File: config.mk
export PLATFORM = sky130hd
export DESIGN_NAME = spi_target
export DESIGN_NICKNAME = d
export VERILOG_FILES = /design/src/rtl/spi_target_pkg.sv /design/src/rtl/spi_sync_edge.sv /design/src/rtl/spi_target.sv
export SDC_FILE = /design/constraint.sdc
export NUM_CORES = 1
export LEC_CHECK = 0
export BUFFER_PORTS_ARGS = -buffer_cell sky130_fd_sc_hd__buf_2
export CORE_MARGIN = 4
export CORE_UTILIZATION = 45
export CTS_CLUSTER_SIZE = 24
export DETAILED_ROUTE_END_ITERATION = 8
export HOLD_SLACK_MARGIN = 0.06
export PLACE_DENSITY = 0.66
export SLEW_MARGIN = 40
export SYNTH_ARGS = -nofsm -noshare
export SYNTH_HDL_FRONTEND = slang
export SYNTH_HIERARCHICAL = 1
export SYNTH_SLANG_ARGS = --single-unit
File: constraint.sdc
create_clock -name clock -period 2.57 [get_ports clock]
set_input_delay 0.514 -clock clock [delete_from_list [all_inputs] [get_ports clock]]
set_output_delay 0.514 -clock clock [all_outputs]
set_load 0.01 [all_outputs]
File: src/rtl/spi_target_pkg.sv
// Shared types for the SPI target endpoint.
//   byte_t    : one SPI data byte
//   bit_cnt_t : position within the current byte (wraps 7 -> 0)
//   state_t   : link state, idle (deselected) or active (selected)
package spi_target_pkg;

    localparam int unsigned BYTE_W    = 8;
    localparam int unsigned BIT_CNT_W = 3;

    typedef logic [BYTE_W-1:0]    byte_t;
    typedef logic [BIT_CNT_W-1:0] bit_cnt_t;

    typedef enum logic [0:0] {
        ST_IDLE,
        ST_ACTIVE
    } state_t;

endpackage

File: src/rtl/spi_sync_edge.sv
// Multi-flop synchronizer for one asynchronous input, with optional edge detect.
//   clock, reset_n : system clock, async active-low reset
//   din            : asynchronous input
//   level          : synchronized level (SYNC_STAGES clocks behind din)
//   rise_c, fall_c : combinational one-cycle edge strobes of level (0 when EDGES=0)
// RESET_VAL sets the value the chain (and edge history) assumes in reset.
module spi_sync_edge #(
    parameter int unsigned SYNC_STAGES = 2,
    parameter logic        RESET_VAL   = 1'b0,
    parameter bit          EDGES       = 1'b1
) (
    input  logic clock,
    input  logic reset_n,
    input  logic din,
    output logic level,
    output logic rise_c,
    output logic fall_c
);

    logic [SYNC_STAGES-1:0] sync_q;

    // Synchronizer chain, din enters at bit 0
    always_ff @(posedge clock or negedge reset_n) begin
        if (!reset_n) begin
            sync_q <= {SYNC_STAGES{RESET_VAL}};
        end else begin
            sync_q <= {sync_q[SYNC_STAGES-2:0], din};
        end
    end

    assign level = sync_q[SYNC_STAGES-1];

    generate
        if (EDGES) begin : g_edges
            logic prev_q;

            // Previous synchronized value for edge detection
            always_ff @(posedge clock or negedge reset_n) begin
                if (!reset_n) begin
                    prev_q <= RESET_VAL;
                end else begin
                    prev_q <= level;
                end
            end

            assign rise_c = level & ~prev_q;
            assign fall_c = ~level & prev_q;
        end else begin : g_no_edges
            assign rise_c = 1'b0;
            assign fall_c = 1'b0;
        end
    endgenerate

endmodule

File: src/rtl/spi_target.sv
// SPI target endpoint, mode 0 (CPOL=0, CPHA=0), 8-bit, LSB-first.
// SCK/MOSI/SS_n are oversampled in the system clock domain.
//   clock, reset_n        : system clock, async active-low reset
//   spi_sck/mosi/ss_n     : SPI link from the master (ss_n may be tied low)
//   spi_miso, spi_miso_oe : target-out data and its enable (= selected)
//   rx_data/valid/ready   : received-byte stream
//   tx_data/valid/ready   : transmit-byte stream into a one-byte holding register
//   overrun, underrun     : sticky error flags, cleared by clr_flags (set wins)
//   busy                  : mid-byte indicator
// Build option: SPI_TARGET_LOOPBACK_EN echoes the last received byte instead of
// FILL_BYTE when the transmit holding register is empty at a reload.
module spi_target
    import spi_target_pkg::*;
#(
    parameter int unsigned SYNC_STAGES = 2,
    parameter byte_t       FILL_BYTE   = 8'hFF
) (
    input  logic  clock,
    input  logic  reset_n,
    input  logic  spi_sck,
    input  logic  spi_mosi,
    input  logic  spi_ss_n,
    output logic  spi_miso,
    output logic  spi_miso_oe,
    output byte_t rx_data,
    output logic  rx_valid,
    input  logic  rx_ready,
    input  byte_t tx_data,
    input  logic  tx_valid,
    output logic  tx_ready,
    output logic  overrun,
    output logic  underrun,
    input  logic  clr_flags,
    output logic  busy
);

    logic sck_rise;
    logic sck_fall;
    logic sck_lvl_unused;
    logic mosi_lvl;
    logic mosi_rise_unused;
    logic mosi_fall_unused;
    logic ss_lvl;
    logic ss_rise_unused;
    logic ss_fall_unused;

    spi_sync_edge #(.SYNC_STAGES(SYNC_STAGES), .RESET_VAL(1'b0), .EDGES(1'b1)) u_sync_sck (
        .clock  (clock),
        .reset_n(reset_n),
        .din    (spi_sck),
        .level  (sck_lvl_unused),
        .rise_c (sck_rise),
        .fall_c (sck_fall)
    );

    spi_sync_edge #(.SYNC_STAGES(SYNC_STAGES), .RESET_VAL(1'b0), .EDGES(1'b0)) u_sync_mosi (
        .clock  (clock),
        .reset_n(reset_n),
        .din    (spi_mosi),
        .level  (mosi_lvl),
        .rise_c (mosi_rise_unused),
        .fall_c (mosi_fall_unused)
    );

    // ss_n resets deselected so a tied-low select produces a clean entry into ACTIVE
    spi_sync_edge #(.SYNC_STAGES(SYNC_STAGES), .RESET_VAL(1'b1), .EDGES(1'b0)) u_sync_ss (
        .clock  (clock),
        .reset_n(reset_n),
        .din    (spi_ss_n),
        .level  (ss_lvl),
        .rise_c (ss_rise_unused),
        .fall_c (ss_fall_unused)
    );

    state_t   state_q,   state_d;
    bit_cnt_t bit_cnt_q, bit_cnt_d;
    // Only the upper 7 bits of the receive shifter are ever needed: bit 0 falls out on the completing edge
    logic [BYTE_W-2:0] rx_shift_q, rx_shift_d;
    byte_t    tx_shift_q, tx_shift_d;
    byte_t    hold_q,     hold_d;
    byte_t    rx_data_d;
    logic     rx_valid_d, tx_ready_d, overrun_d, underrun_d, busy_d, miso_d, miso_oe_d;
`ifdef SPI_TARGET_LOOPBACK_EN
    byte_t    last_rx_q,  last_rx_d;
`endif

    byte_t    rx_byte;
    byte_t    fill_src;
    logic     reload;
    logic     select_load;

    // Next-state and datapath
    always_comb begin
        state_d     = state_q;
        bit_cnt_d   = bit_cnt_q;
        rx_shift_d  = rx_shift_q;
        tx_shift_d  = tx_shift_q;
        hold_d      = hold_q;
        rx_data_d   = rx_data;
        rx_valid_d  = rx_valid;
        tx_ready_d  = tx_ready;
        overrun_d   = overrun;
        underrun_d  = underrun;
        miso_d      = spi_miso;
        reload      = 1'b0;
        select_load = 1'b0;
        rx_byte     = {mosi_lvl, rx_shift_q};
`ifdef SPI_TARGET_LOOPBACK_EN
        last_rx_d   = last_rx_q;
        // Completing edge echoes the byte landing now; selection echoes the previous one
        fill_src    = (state_q == ST_ACTIVE) ? rx_byte : last_rx_q;
`else
        fill_src    = FILL_BYTE;
`endif

        if (rx_valid && rx_ready) begin
            rx_valid_d = 1'b0;
        end
        if (tx_valid && tx_ready) begin
            hold_d     = tx_data;
            tx_ready_d = 1'b0;
        end
        if (clr_flags) begin
            overrun_d  = 1'b0;
            underrun_d = 1'b0;
        end

        case (state_q)
            ST_IDLE: begin
                bit_cnt_d = '0;
                if (!ss_lvl) begin
                    state_d     = ST_ACTIVE;
                    reload      = 1'b1;
                    select_load = 1'b1;
                end
            end
            ST_ACTIVE: begin
                if (ss_lvl) begin
                    // Deselect drops any partial byte
                    state_d   = ST_IDLE;
                    bit_cnt_d = '0;
                end else if (sck_rise) begin
                    rx_shift_d = rx_byte[BYTE_W-1:1];
                    bit_cnt_d  = bit_cnt_q + BIT_CNT_W'(1);
                    if (bit_cnt_q == '1) begin
                        reload = 1'b1;
`ifdef SPI_TARGET_LOOPBACK_EN
                        last_rx_d = rx_byte;
`endif
                        if (!rx_valid || rx_ready) begin
                            rx_data_d  = rx_byte;
                            rx_valid_d = 1'b1;
                        end else begin
                            overrun_d = 1'b1;
                        end
                    end
                end else if (sck_fall) begin
                    // First fall after a byte boundary presents the freshly reloaded bit 0
                    if (bit_cnt_q != '0) begin
                        tx_shift_d = tx_shift_q >> 1;
                        miso_d     = tx_shift_q[1];
                    end else begin
                        miso_d     = tx_shift_q[0];
                    end
                end
            end
            default: begin
                state_d   = ST_IDLE;
                bit_cnt_d = '0;
            end
        endcase

        // Reload sees the holding register as it was before any same-cycle load
        if (reload) begin
            if (!tx_ready) begin
                tx_shift_d = hold_q;
                tx_ready_d = 1'b1;
            end else begin
                tx_shift_d = fill_src;
                underrun_d = 1'b1;
            end
        end
        if (select_load) begin
            miso_d = tx_shift_d[0];
        end

        miso_oe_d = (state_d == ST_ACTIVE);
        busy_d    = (bit_cnt_d != '0);
    end

    // State and output registers
    always_ff @(posedge clock or negedge reset_n) begin
        if (!reset_n) begin
            state_q     <= ST_IDLE;
            bit_cnt_q   <= '0;
            rx_shift_q  <= '0;
            tx_shift_q  <= FILL_BYTE;
            hold_q      <= '0;
            rx_data     <= '0;
            rx_valid    <= 1'b0;
            tx_ready    <= 1'b1;
            overrun     <= 1'b0;
            underrun    <= 1'b0;
            busy        <= 1'b0;
            spi_miso    <= FILL_BYTE[0];
            spi_miso_oe <= 1'b0;
`ifdef SPI_TARGET_LOOPBACK_EN
            last_rx_q   <= FILL_BYTE;
`endif
        end else begin
            state_q     <= state_d;
            bit_cnt_q   <= bit_cnt_d;
            rx_shift_q  <= rx_shift_d;
            tx_shift_q  <= tx_shift_d;
            hold_q      <= hold_d;
            rx_data     <= rx_data_d;
            rx_valid    <= rx_valid_d;
            tx_ready    <= tx_ready_d;
            overrun     <= overrun_d;
            underrun    <= underrun_d;
            busy        <= busy_d;
            spi_miso    <= miso_d;
            spi_miso_oe <= miso_oe_d;
`ifdef SPI_TARGET_LOOPBACK_EN
            last_rx_q   <= last_rx_d;
`endif
        end
    end

endmodule
==> impl_metrics.toml <==
[setup_path]
cpPeakStageDelay_ns = 0.41
worst_path_max_delay_cell = "nor2b_1"
regToRegSetupSlack_ns = 0.79
crit_required_ns = 2.80
path_buf_inv = 1
worstRegToRegCells = 5
path_class = "reg -> reg"
crit_chain = "nor2b_1, buf_4, nor2b_4, and3_1, a221o_1"
endpoint_kind = "flop"
critical_path.startpoint_type = "flop"
r2r_end = "tx_shift_q[4]"
rr_startpoint = "u_sync_sck/sync_q[1]"
worstPathArrival_ns = 2.01
crit_fanout = 7
cpLargestDelayFamily = "simple AND/OR/NAND/NOR gates"

[layout]
fin_nets = 191
fin_util_pct = 53.4
drive_gt1_share_pct = 49.1
syn_to_final_growth_pct = 15.0
diodes = 0
postLayoutCellArea_sq_mm = 0.00231

[die]
initial_core_util_pct = 46.4
num_rows = 24
coreArea_sq_mm = 0.00432
dieArea_sq_mm = 0.00559
die_h_microns = 74.8
die_w_microns = 74.8
num_io_pins = 31

[yosys]
synthCells = 137
syn_area_sq_mm = 0.00201
synthesis.nets = 156
ys_warn_count = 6
synth.avg_cell_area_sq_um = 14.6

[detailed_routing]
drc = 0
wl_met1_mm = 1.45
detail_route.first_pass.iterations = 4
drt_iter0_markers = 31
vias_per_cell = 5.15
routed-wl-met3_microns = 178
wl_met2_mm = 1.63
antenna_left = 0
vias = 1159
drt-wirelength-per-cell_microns = 14.7
top_layer = "met4"
wl_mm = 3.31

[sta]
max_slew_margin_pct = 59.8
whs_ns = 0.291
min_period_ns = 1.78
post-route-period-util_pct = 69.3
grt_setup_unrepaired = "no"
hold_viol_final = 0
tightest_slew_ns = 0.604
clock_skew_ns = 0.00827
fin_setup_tns_ns = 0
fmax_mhz = 561
finalSetupViolations = 0
slew_violations = 0
setup_slack_ns = 0.788

[placed_design]
gp_congestion = 0.743
io_buffers = 30
hpwl_mm = 2.35
place_area_sq_mm = 0.00219
place_worst_setup_slack_ns = 0.808

[grt]
grt.overflow.total = 0
antenna_found_initial = 0
grt_usage_pct = 13.2
grt_pass1_vias = 1138
grt_first_pass_wirelength_mm = 5.47
grt_start_max_net_pins = 49

[clock_network]
cts_htree_levels = 2
clock_latency_ns = 0.30
cts_setup_buffers = 0
root_buffer = "clkbuf_8"
cts_sinks = 48
clkSlewWorstSetupHoldPaths_ns = 0.09
clock_path_buffers = 2
tritoncts = "yes"
ctsHoldBuffers = 0
cts_resized = 0
cts_buffers = 5

[power]
p_per_area_mw_per_mm2 = 774
peakVddDrop_uv = 351
p_leak_nw = 1.10

[flow_run]
cap_viol_max_count = 0

[min_path]
min_path_type = "in -> async"

[outcome]
outcome = "finished, final reports clean"
[layer usage]
metal  track usage [%]  up-vias
li1                  -      551
met5                 0        -
met3              4.01        5
met2              20.5       34
met4              5.53        0
met1              17.2      569
[final cells by class]
cell class	instances	area, sq um
fill	399	2020
sequential	48	1220
multi-input combinational	80	726
timing repair buffer	32	165
clock buffer	5	68.8
tap	52	65.1
clock inverter	3	47.5
inverter	5	18.8
[report_power, final]
part           leakage, nW  internal [mW]  switching [mW]
registers            0.589          0.915          0.0944
clock network       0.0583          0.293           0.257
logic                0.449          0.136          0.0906
[metrics by stage]
stage | total power, mW | cells
after floorplan | 1.16 | 137
after global placement | 1.23 | 217
after detailed placement | 1.25 | 217
after CTS | 1.81 | 225
after global routing | 1.88 | 225
final | 1.79 | 225
[worst max-delay path by stage]
stage                     slack [ns]  cells after the start                 start            end
final                           0.79                      5  u_sync_sck/sync_q[1]  tx_shift_q[4]
after global routing            0.63                      6          bit_cnt_q[0]  tx_shift_q[7]
after CTS                       0.79                      5  u_sync_sck/sync_q[1]  tx_shift_q[4]
after detailed placement        0.81                      5  u_sync_sck/sync_q[1]  tx_shift_q[4]
after global placement          0.87                      5  u_sync_sck/sync_q[1]  tx_shift_q[6]
after floorplan                 1.07                      6          bit_cnt_q[0]  tx_shift_q[7]
[placed cells by master (no fill, tap or decap), types with 3 or more instances in the layout]
cell	n
inv_1	5
mux2_2	16
dfrtp_1	36
mux2_4	8
ha_1	3
o21ai_0	5
o21a_1	7
nor2b_4	3
nand2_1	7
mux2i_1	4
buf_2	30
dfstp_2	12
a221o_1	6
nor2_1	5
clkbuf_8	5
[sequential cells by signal, indices dropped and copies added, names as in the netlist, 2 cells and up]
signal / count
bit_cnt_q: 3
hold_q: 8
rx_data: 8
rx_shift_q: 7
tx_shift_q: 8
u_sync_mosi/sync_q: 2
u_sync_sck/sync_q: 2
u_sync_ss/sync_q: 2
Power figures use the tool's default switching activity.
